`config.mk`:
```
export PLATFORM = sky130hd
export DESIGN_NAME = fifo_burst_reader
export DESIGN_NICKNAME = d
export VERILOG_FILES = /design/src/rtl/fifo_burst_reader.sv
export SDC_FILE = /design/constraint.sdc
export NUM_CORES = 1
export LEC_CHECK = 0
export ABC_AREA = 1
export BUFFER_PORTS_ARGS = -buffer_cell sky130_fd_sc_hd__buf_2
export CAP_MARGIN = 20
export CORE_ASPECT_RATIO = 0.7
export CORE_MARGIN = 5
export CORE_UTILIZATION = 62
export CTS_CLUSTER_SIZE = 14
export DETAILED_ROUTE_END_ITERATION = 12
export PLACE_DENSITY = 0.92
export SLEW_MARGIN = 0
export SYNTH_ARGS = -nofsm -noshare
export SYNTH_HDL_FRONTEND = slang
export SYNTH_SLANG_ARGS = --single-unit
```
`constraint.sdc`:
```
create_clock -name clk -period 3.3 [get_ports clk]
set_input_delay 0 -clock clk [delete_from_list [all_inputs] [get_ports clk]]
set_output_delay 0 -clock clk [all_outputs]
set_load 0.03 [all_outputs]
```
`src/rtl/fifo_burst_reader.sv`:
```
// fifo_burst_reader
//   Read-side controller for the activation/weight FIFOs. A start command
//   pops exactly burst_len words from a FIFO (registered empty, one-cycle
//   read latency) and forwards them to the PE-array loader through a
//   2-entry skid buffer on a valid/ready handshake. The final word carries
//   out_last and done pulses once it has been accepted.
//
// Ports:
//   clk, reset        single clock; synchronous active-low reset
//   start, burst_len  burst request and word count, sampled only in IDLE
//   fifo_empty        FIFO empty flag
//   fifo_rd_en        FIFO pop request (combinational)
//   fifo_data         FIFO read data, valid the cycle after a pop
//   out_data/valid/last, out_ready   downstream valid/ready stream
//   busy              high from the cycle after start until done
//   done              one-cycle pulse after the final word is accepted
module fifo_burst_reader #(
    parameter int DATA_W = 8,
    parameter int LEN_W  = 13
) (
    input  logic              clk,
    input  logic              reset,
    input  logic              start,
    input  logic [LEN_W-1:0]  burst_len,
    input  logic              fifo_empty,
    output logic              fifo_rd_en,
    input  logic [DATA_W-1:0] fifo_data,
    output logic [DATA_W-1:0] out_data,
    output logic              out_valid,
    output logic              out_last,
    input  logic              out_ready,
    output logic              busy,
    output logic              done
);

    typedef enum logic [1:0] {IDLE, READ, DRAIN, DONE} state_t;

    state_t            state_q, state_d;
    logic [LEN_W-1:0]  rd_left_q, rd_left_d;
    logic [LEN_W-1:0]  out_left_q, out_left_d;
    logic              in_flight_q, in_flight_d;
    logic [DATA_W-1:0] buf_q [2];
    logic [DATA_W-1:0] buf_d [2];
    logic              head_q, head_d;
    logic [1:0]        count_q, count_d;
    logic              busy_q, busy_d;
    logic              done_q, done_d;

    logic              accept;
    logic              tail;
    logic [1:0]        occupancy;

    assign out_valid = (count_q != 2'd0);
    assign out_data  = buf_q[head_q];
    assign out_last  = out_valid && (out_left_q == LEN_W'(1));
    assign busy      = busy_q;
    assign done      = done_q;

    // Buffered plus in-flight words, with the slot freed by this cycle's
    // accept already returned. Counting the freed slot keeps one word per
    // cycle in steady state while still bounding buffer+in-flight to 2.
    always_comb begin
        accept     = out_valid && out_ready;
        occupancy  = count_q + {1'b0, in_flight_q} - {1'b0, accept};
        fifo_rd_en = (state_q == READ) && (rd_left_q != '0) && !fifo_empty
                     && (occupancy < 2'd2);
    end

    // Skid buffer: head drives the output, the returning FIFO word lands at
    // the tail. A push can never meet a full buffer because of the credit
    // check above.
    always_comb begin
        buf_d       = buf_q;
        tail        = head_q ^ count_q[0];
        in_flight_d = fifo_rd_en;
        head_d      = head_q ^ accept;
        count_d     = count_q + {1'b0, in_flight_q} - {1'b0, accept};
        if (in_flight_q) begin
            buf_d[tail] = fifo_data;
        end
    end

    always_comb begin
        state_d    = state_q;
        rd_left_d  = rd_left_q;
        out_left_d = out_left_q;
        busy_d     = busy_q;
        done_d     = 1'b0;
        if (fifo_rd_en) begin
            rd_left_d = rd_left_q - LEN_W'(1);
        end
        if (accept) begin
            out_left_d = out_left_q - LEN_W'(1);
        end
        case (state_q)
            IDLE: begin
                if (start) begin
                    rd_left_d  = burst_len;
                    out_left_d = burst_len;
                    if (burst_len == '0) begin
                        state_d = DONE;
                        done_d  = 1'b1;
                    end else begin
                        state_d = READ;
                        busy_d  = 1'b1;
                    end
                end
            end
            READ: begin
                if (fifo_rd_en && (rd_left_q == LEN_W'(1))) begin
                    state_d = DRAIN;
                end
            end
            DRAIN: begin
                if (accept && (out_left_q == LEN_W'(1))) begin
                    state_d = DONE;
                    busy_d  = 1'b0;
                    done_d  = 1'b1;
                end
            end
            DONE: begin
                state_d = IDLE;
            end
            default: begin
                state_d = IDLE;
            end
        endcase
    end

    always_ff @(posedge clk) begin
        if (!reset) begin
            state_q     <= IDLE;
            rd_left_q   <= '0;
            out_left_q  <= '0;
            in_flight_q <= 1'b0;
            buf_q[0]    <= '0;
            buf_q[1]    <= '0;
            head_q      <= 1'b0;
            count_q     <= 2'd0;
            busy_q      <= 1'b0;
            done_q      <= 1'b0;
        end else begin
            state_q     <= state_d;
            rd_left_q   <= rd_left_d;
            out_left_q  <= out_left_d;
            in_flight_q <= in_flight_d;
            buf_q[0]    <= buf_d[0];
            buf_q[1]    <= buf_d[1];
            head_q      <= head_d;
            count_q     <= count_d;
            busy_q      <= busy_d;
            done_q      <= done_d;
        end
    end

endmodule

```
# Yosys cells after proc, flatten, opt, wreduce, memory -nomap -nowiden
# Cells that the tools add are included.
totals:
  output_inout_bits: 13
  mem_bits_ro: 0
  wordCells: 72
  latchBits: 0
  regBits: 50
  in_bits: 26
  ram_bits: 0
  n_memories: 0
classes:
  mul: 0
  reduce_logical: 16
  eq_ne: 9
  magnitude_cmp: 4
  n_shift: 0
  n_div: 0
  n_addsub: 4
  n_mux: 25
  n_bitwise: 4
op_table:
  columns: ["operator", "n"]
  rows:
  - ["$mux 13", 6]
  - ["$mux 8", 4]
  - ["$eq 13x1->1 const B", 2]
  - ["$sub 13x1->13 const B", 2]
  - ["$bwmux 16", 1]
  - ["$logic_not 13->1", 1]
  - ["$reduce_bool 13->1", 1]
  - ["$demux 8 s1", 1]
  - ["$logic_and 1x1->1", 8]
  - ["$mux 2", 4]
  - ["$pmux 2 s4", 1]
  - ["$mux 1", 6]
  - ["$ne 2x2->1 const B", 3]
  - ["$eq 2x2->1 const B", 2]
  - ["$ge 2x2->1 const B", 2]
  - ["$not 1->2", 2]
  - ["$pmux 1 s2", 2]
  - ["$reduce_and 4->1", 1]
  - ["$reduce_bool 2->1", 2]
  - ["$reduce_and 3->1", 1]
  - ["$add 2x1->2", 1]
  - ["$eq 2x1->1 const B", 1]
  - ["$logic_not 2->1", 1]
  - ["$lt 2x1->1 const B", 1]
  - ["5 further kinds", 6]

# Depth between registers and ports, before layout
depth:
  ltp_word: 8
  ltp_mapped: 17
  mapped_depth_nobuf: 17

# Worst setup path before layout
# Ideal clock, no wire load.
synth_path:
  path_kind: "register -> register"
  start: "register count_q[1]"
  end: "register rd_left_q[2]"
  setup_time_ps: 56
  n_path_buf: 1
  stages_incl_launch_ff: 18
  t_arrival_ps: 1772
  setup_slack_ps: 1472
  required_time_ps: 3244
  cell_sequence: "dfxtp_1 > inv_1 > nand2_4 > nand2_4 > clkinv_2 > nand2_1 > o21ai_0 > ha_1 > inv_1 > nand2_1 > nand2_2 > nand3_4 > inv_2 > buf_6 > nand3_2 > nand3_2 > nand2_1 > inv_1"
synth_between:
  elab_chain_cells: 8
  elab_cells_between_ends: 9
  cone_classes: "2 x add/sub; 1 x order compare; 3 x mux; 3 x reduce/logical"
synth_lines:
  columns: ["item", "line", "rtl"]
  rows:
  - ["from (decl)", "45", "logic [1:0] count_q, count_d;"]
  - ["from (signal assigned)", "150", "count_q <= count_d;"]
  - ["$reduce_bool 2->1 (*)", "53", "assign out_valid = (count_q != 2'd0);"]
  - ["net out_valid", "29", "output logic out_valid,"]
  - ["$logic_and 1x1->1 (*)", "63", "accept = out_valid && out_ready;"]
  - ["$sub 2x1->2 (*)", "64", "occupancy = count_q + {1'b0, in_flight_q} - {1'b0, accept};"]
  - ["$lt 2x2->1 (*)", "66", "&& (occupancy < 2'd2);"]
  - ["$logic_and 1x1->1 (*)", "66", null]
  - ["net fifo_rd_en", "26", "output logic fifo_rd_en,"]
  - ["$mux 13 (*)", "89", "if (fifo_rd_en) begin"]
  - ["$mux 13", "97", "if (start) begin"]
  - ["$mux 13 (*)", "95", "case (state_q)"]
  - ["to (signal assigned)", "144", "rd_left_q <= rd_left_d;"]
  - ["to (decl)", "39", "logic [LEN_W-1:0] rd_left_q, rd_left_d;"]
# The timed path passes the listed nets; every way through them passes the cells marked *.
# A chain may end at the register's enable or synchronous reset.

# Worst setup path in the final report
layout_path:
  start: "register count_q[1]"
  end: "output fifo_rd_en"
layout_between:
  elab_chain_cells: 5
  elab_cells_between_ends: 6
  cone_classes: "2 x add/sub; 1 x order compare; 3 x reduce/logical"
layout_lines:
  columns: ["item", "line"]
  rows:
  - ["parallel branches: the longest is 2 deep, another holds $add 2x1->2", null]
  - ["$sub 2x1->2 (*)", "64"]
  - ["$lt 2x2->1 (*)", "66"]
  - ["$logic_and 1x1->1 (*)", "66"]
  - ["to (decl)", "26"]
# Mark *: on every way between the ends.

==> flow_summary.ini <==
[floorplan]
initial_core_util_pct = 65.3
core_region_area_um2 = 4430
die_x_um = 91.6
num_rows = 20
io_pins = 39
die_y_um = 67.2
dieArea_um2 = 6150

[timing]
relSlewSlack_pct = 62.2
setup_tns_ns = 0
drv_slew = 0
post-route-min-period_ns = 2.24
rsz0062_at_grt = no
fmax_ghz = 0.447
period_share_pct = 67.8
finalClockSkew_ns = 0.00734
worst_pin_slew_ns = 0.566
setup_violations = 0
final_hold_viol_count = 0

[clocking]
cts.htree.levels = 2
cts_root_buf = clkbuf_8
clockBufferDepth = 2
postCtsSetupBuffers = 0
clkTransAtPathRegs_ns = 0.09
cts_buffers = 5
cts_sinks = 50
clock_latency_ns = 0.31
post_cts_resized = 0
cts_tree = done

[drt]
dr.pass1.iters = 5
wl_per_cell_um = 13.4
drt_iter0_drc = 283
drc_errors = 0
via_count = 2855
wirelength_um = 7100
avgViaCountPerCell = 5.39
ant_nets = 0

[placed_design]
place_hpwl_um = 5330
globalplace.congestion = 0.901
io_buffers = 38

[setup_path]
startpoint_type = flip-flop
slowest_delay_ns = 0.32
path_cells = inv_1 -> nand2_4 -> nand2_4 -> clkinv_2 -> nand2_1 -> o21ai_0 -> ha_1 -> inv_1 -> nand2_1 -> nand2_2 -> nand3_4 -> inv_2 -> buf_2
slowest_stage = dfxtp_1
critPathKind = reg2out
crit_arrival_ns = 2.24
critical_path_required_ns = 3.30
crit_path_end_kind = primary output
cp_max_fo = 18
crit_buf_inv = 5
critPathTopFamily = buffers and inverters

[synth]
syn-num-nets = 470
synth_cells = 436
yosys_warnings = 0
synth_xor_area_share_pct = 2.72
synth_area_um2 = 2890
ys_seq_area_share_pct = 34.6
async_reset_ff_share_pct = 0
synthSimpleGateAreaFrac_pct = 28.1
synthAdderAreaFrac_pct = 3.46
synthDistinctLibCells = 34
synth_seq_cells = 50
synth_top_area_share_pct = 34.6
synthMuxAreaShare_pct = 0
synth_most_common_cell = nand2_1
synth-compound-area-share_pct = 16.8
synth.avg_cell_area_um2 = 6.63
synth.largest_area_cell = dfxtp_1
synth_ff_type = dfxtp_1
synth_top_family_by_area = simple AND/OR/NAND/NOR gates
synthTopCellsByCount = 86 x nand2_1, 85 x inv_1, 50 x dfxtp_1
synth_area_leaders = dfxtp_1 35%, nand2_1 11%, inv_1 11%
synth_edf_count = 0

[power_and_ir_drop]
irDropWorstVdd_mv = 0.420
power.total_mw = 2.43
powerDensity_nw_per_um2 = 749
p_leak_nw = 1.63

[run_status]
outcome = finished clean

[finish]
layout.nets = 508
final_core_util_pct = 73.2
syn2layout_area_growth_pct = 12.1
drive_above_1_share_pct = 14.9
diodes = 0

[global_routing]
antenna_found_initial = 0
grt_max_degree = 23
grt_pass1_wl_um = 11900
grt_pass1_vias = 2659
gr-total-overflow = 0
grt_usage_pct = 24.1

[hold_path]
hp-class = in2reg

[run]
max_cap_viol_count = 0
-- power by group --
part,switching [mW],internal (mW)
Combinational,0.726,0.396
Clock,0.209,0.226
Sequential,0.130,0.740
-- state kept, by name, summed over array words and instances, names as in the netlist --
signal and count:
out_left_q 13, done 1, in_flight_q 1, rd_left_q 13, head_q 1, busy 1
count_q 2, buf_q 16, state_q 2
-- cell usage in the layout (no fill, tap or decap) --
| cell | n |
|---|---|
| nand2_1 | 86 |
| inv_1 | 85 |
| dfxtp_1 | 50 |
| o21ai_0 | 43 |
| buf_2 | 38 |
| a21oi_1 | 37 |
| nor2_1 | 31 |
| nand3_1 | 26 |
| nand4_1 | 9 |
| xnor2_1 | 8 |
| ha_1 | 8 |
| nand2_2 | 5 |
| nor2_2 | 5 |
| clkbuf_8 | 5 |
| dlygate4sd3_1 | 5 |
| inv_2 | 4 |
| o21ai_1 | 4 |
| nor2_4 | 3 |
| a31oi_1 | 3 |
| nand2_4 | 2 |
| nor3_1 | 2 |
| nand3_2 | 2 |
| nand3_4 | 1 |
| nor3b_1 | 1 |
| clkinv_2 | 1 |
| o21a_1 | 1 |
| nand4_2 | 1 |
| a21oi_4 | 1 |
| xor2_1 | 1 |
| o31ai_1 | 1 |
| a21boi_0 | 1 |
| a21boi_1 | 1 |
| bufinv_16 | 1 |
| clkbuf_1 | 1 |
| clkinvlp_4 | 1 |
| buf_4 | 1 |
-- layout make-up --
class / count / area [µm²]
Timing Repair Buffer: 44 / 248
Inverter: 90 / 339
Fill cell: 331 / 1190
Clock inverter: 2 / 37.5
Tap cell: 55 / 68.8
Multi-Input combinational cell: 283 / 1480
Clock buffer: 6 / 72.6
Sequential cell: 50 / 1000
-- path summary, 6_finish.rpt --
check                                   from  cells after the start      endpoint  slack [ns]
worst min-delay path            fifo_data[0]                      3      buf_q[8]        0.01
worst max-delay path              count_q[1]                     13    fifo_rd_en        1.06
worst min register to register      buf_q[5]                      2      buf_q[5]        0.45
worst max register to register    count_q[1]                     17  rd_left_q[2]        1.21
-- repair_timing --
| action | in CTS | in global routing |
|---|---|---|
| endpoints found under the setup margin | 0 | 0 |
| hold buffers | 5 | 0 |
| hold endpoints to repair | 8 | 0 |
-- per-stage QoR --
| stage | cells | hold slack (ns) | setup slack, ns | area (µm²) |
|---|---|---|---|---|
| 2_1_floorplan | 436 | 0.138 | 1.47 | 2890 |
| 3_3_place_gp | 517 | 0.289 | 1.35 | 3080 |
| 3_5_place_dp | 517 | 0.301 | 1.24 | 3080 |
| 4_1_cts | 530 | 0.00819 | 1.07 | 3240 |
| 5_1_grt | 530 | 0.0252 | 0.863 | 3240 |
| 6_report | 530 | 0.0137 | 1.06 | 3240 |
-- cells by family after synthesis --
kind of cell | after synthesis
AOI/OAI and AO/OA | 92
xor gates and xnor gates | 9
and+or+nand+nor | 174
buffers and inverters | 103
DFF | 50
adders and majority gates | 8
-- per-layer routing --
layer	share of wire (%)	track usage [%]	wire, µm
met5	0	0	0
met2	45	39.5	3220
met4	1.8	9.77	128
met1	46	32.0	3250
met3	7.0	4.01	500
-- worst register-to-register path: stages, from the launching register on --
cell,delay (ns)
dfxtp_1,0.32
inv_1,0.14
nand2_4,0.07
nand2_4,0.08
clkinv_2,0.12
nand2_1,0.08
o21ai_0,0.08
ha_1,0.20
inv_1,0.05
nand2_1,0.05
nand2_2,0.11
nand3_4,0.17
inv_2,0.21
nand2_1,0.07
nand2_1,0.07
nand3_2,0.06
nand2_1,0.06
inv_1,0.04
Power figures use the tool's default switching activity.
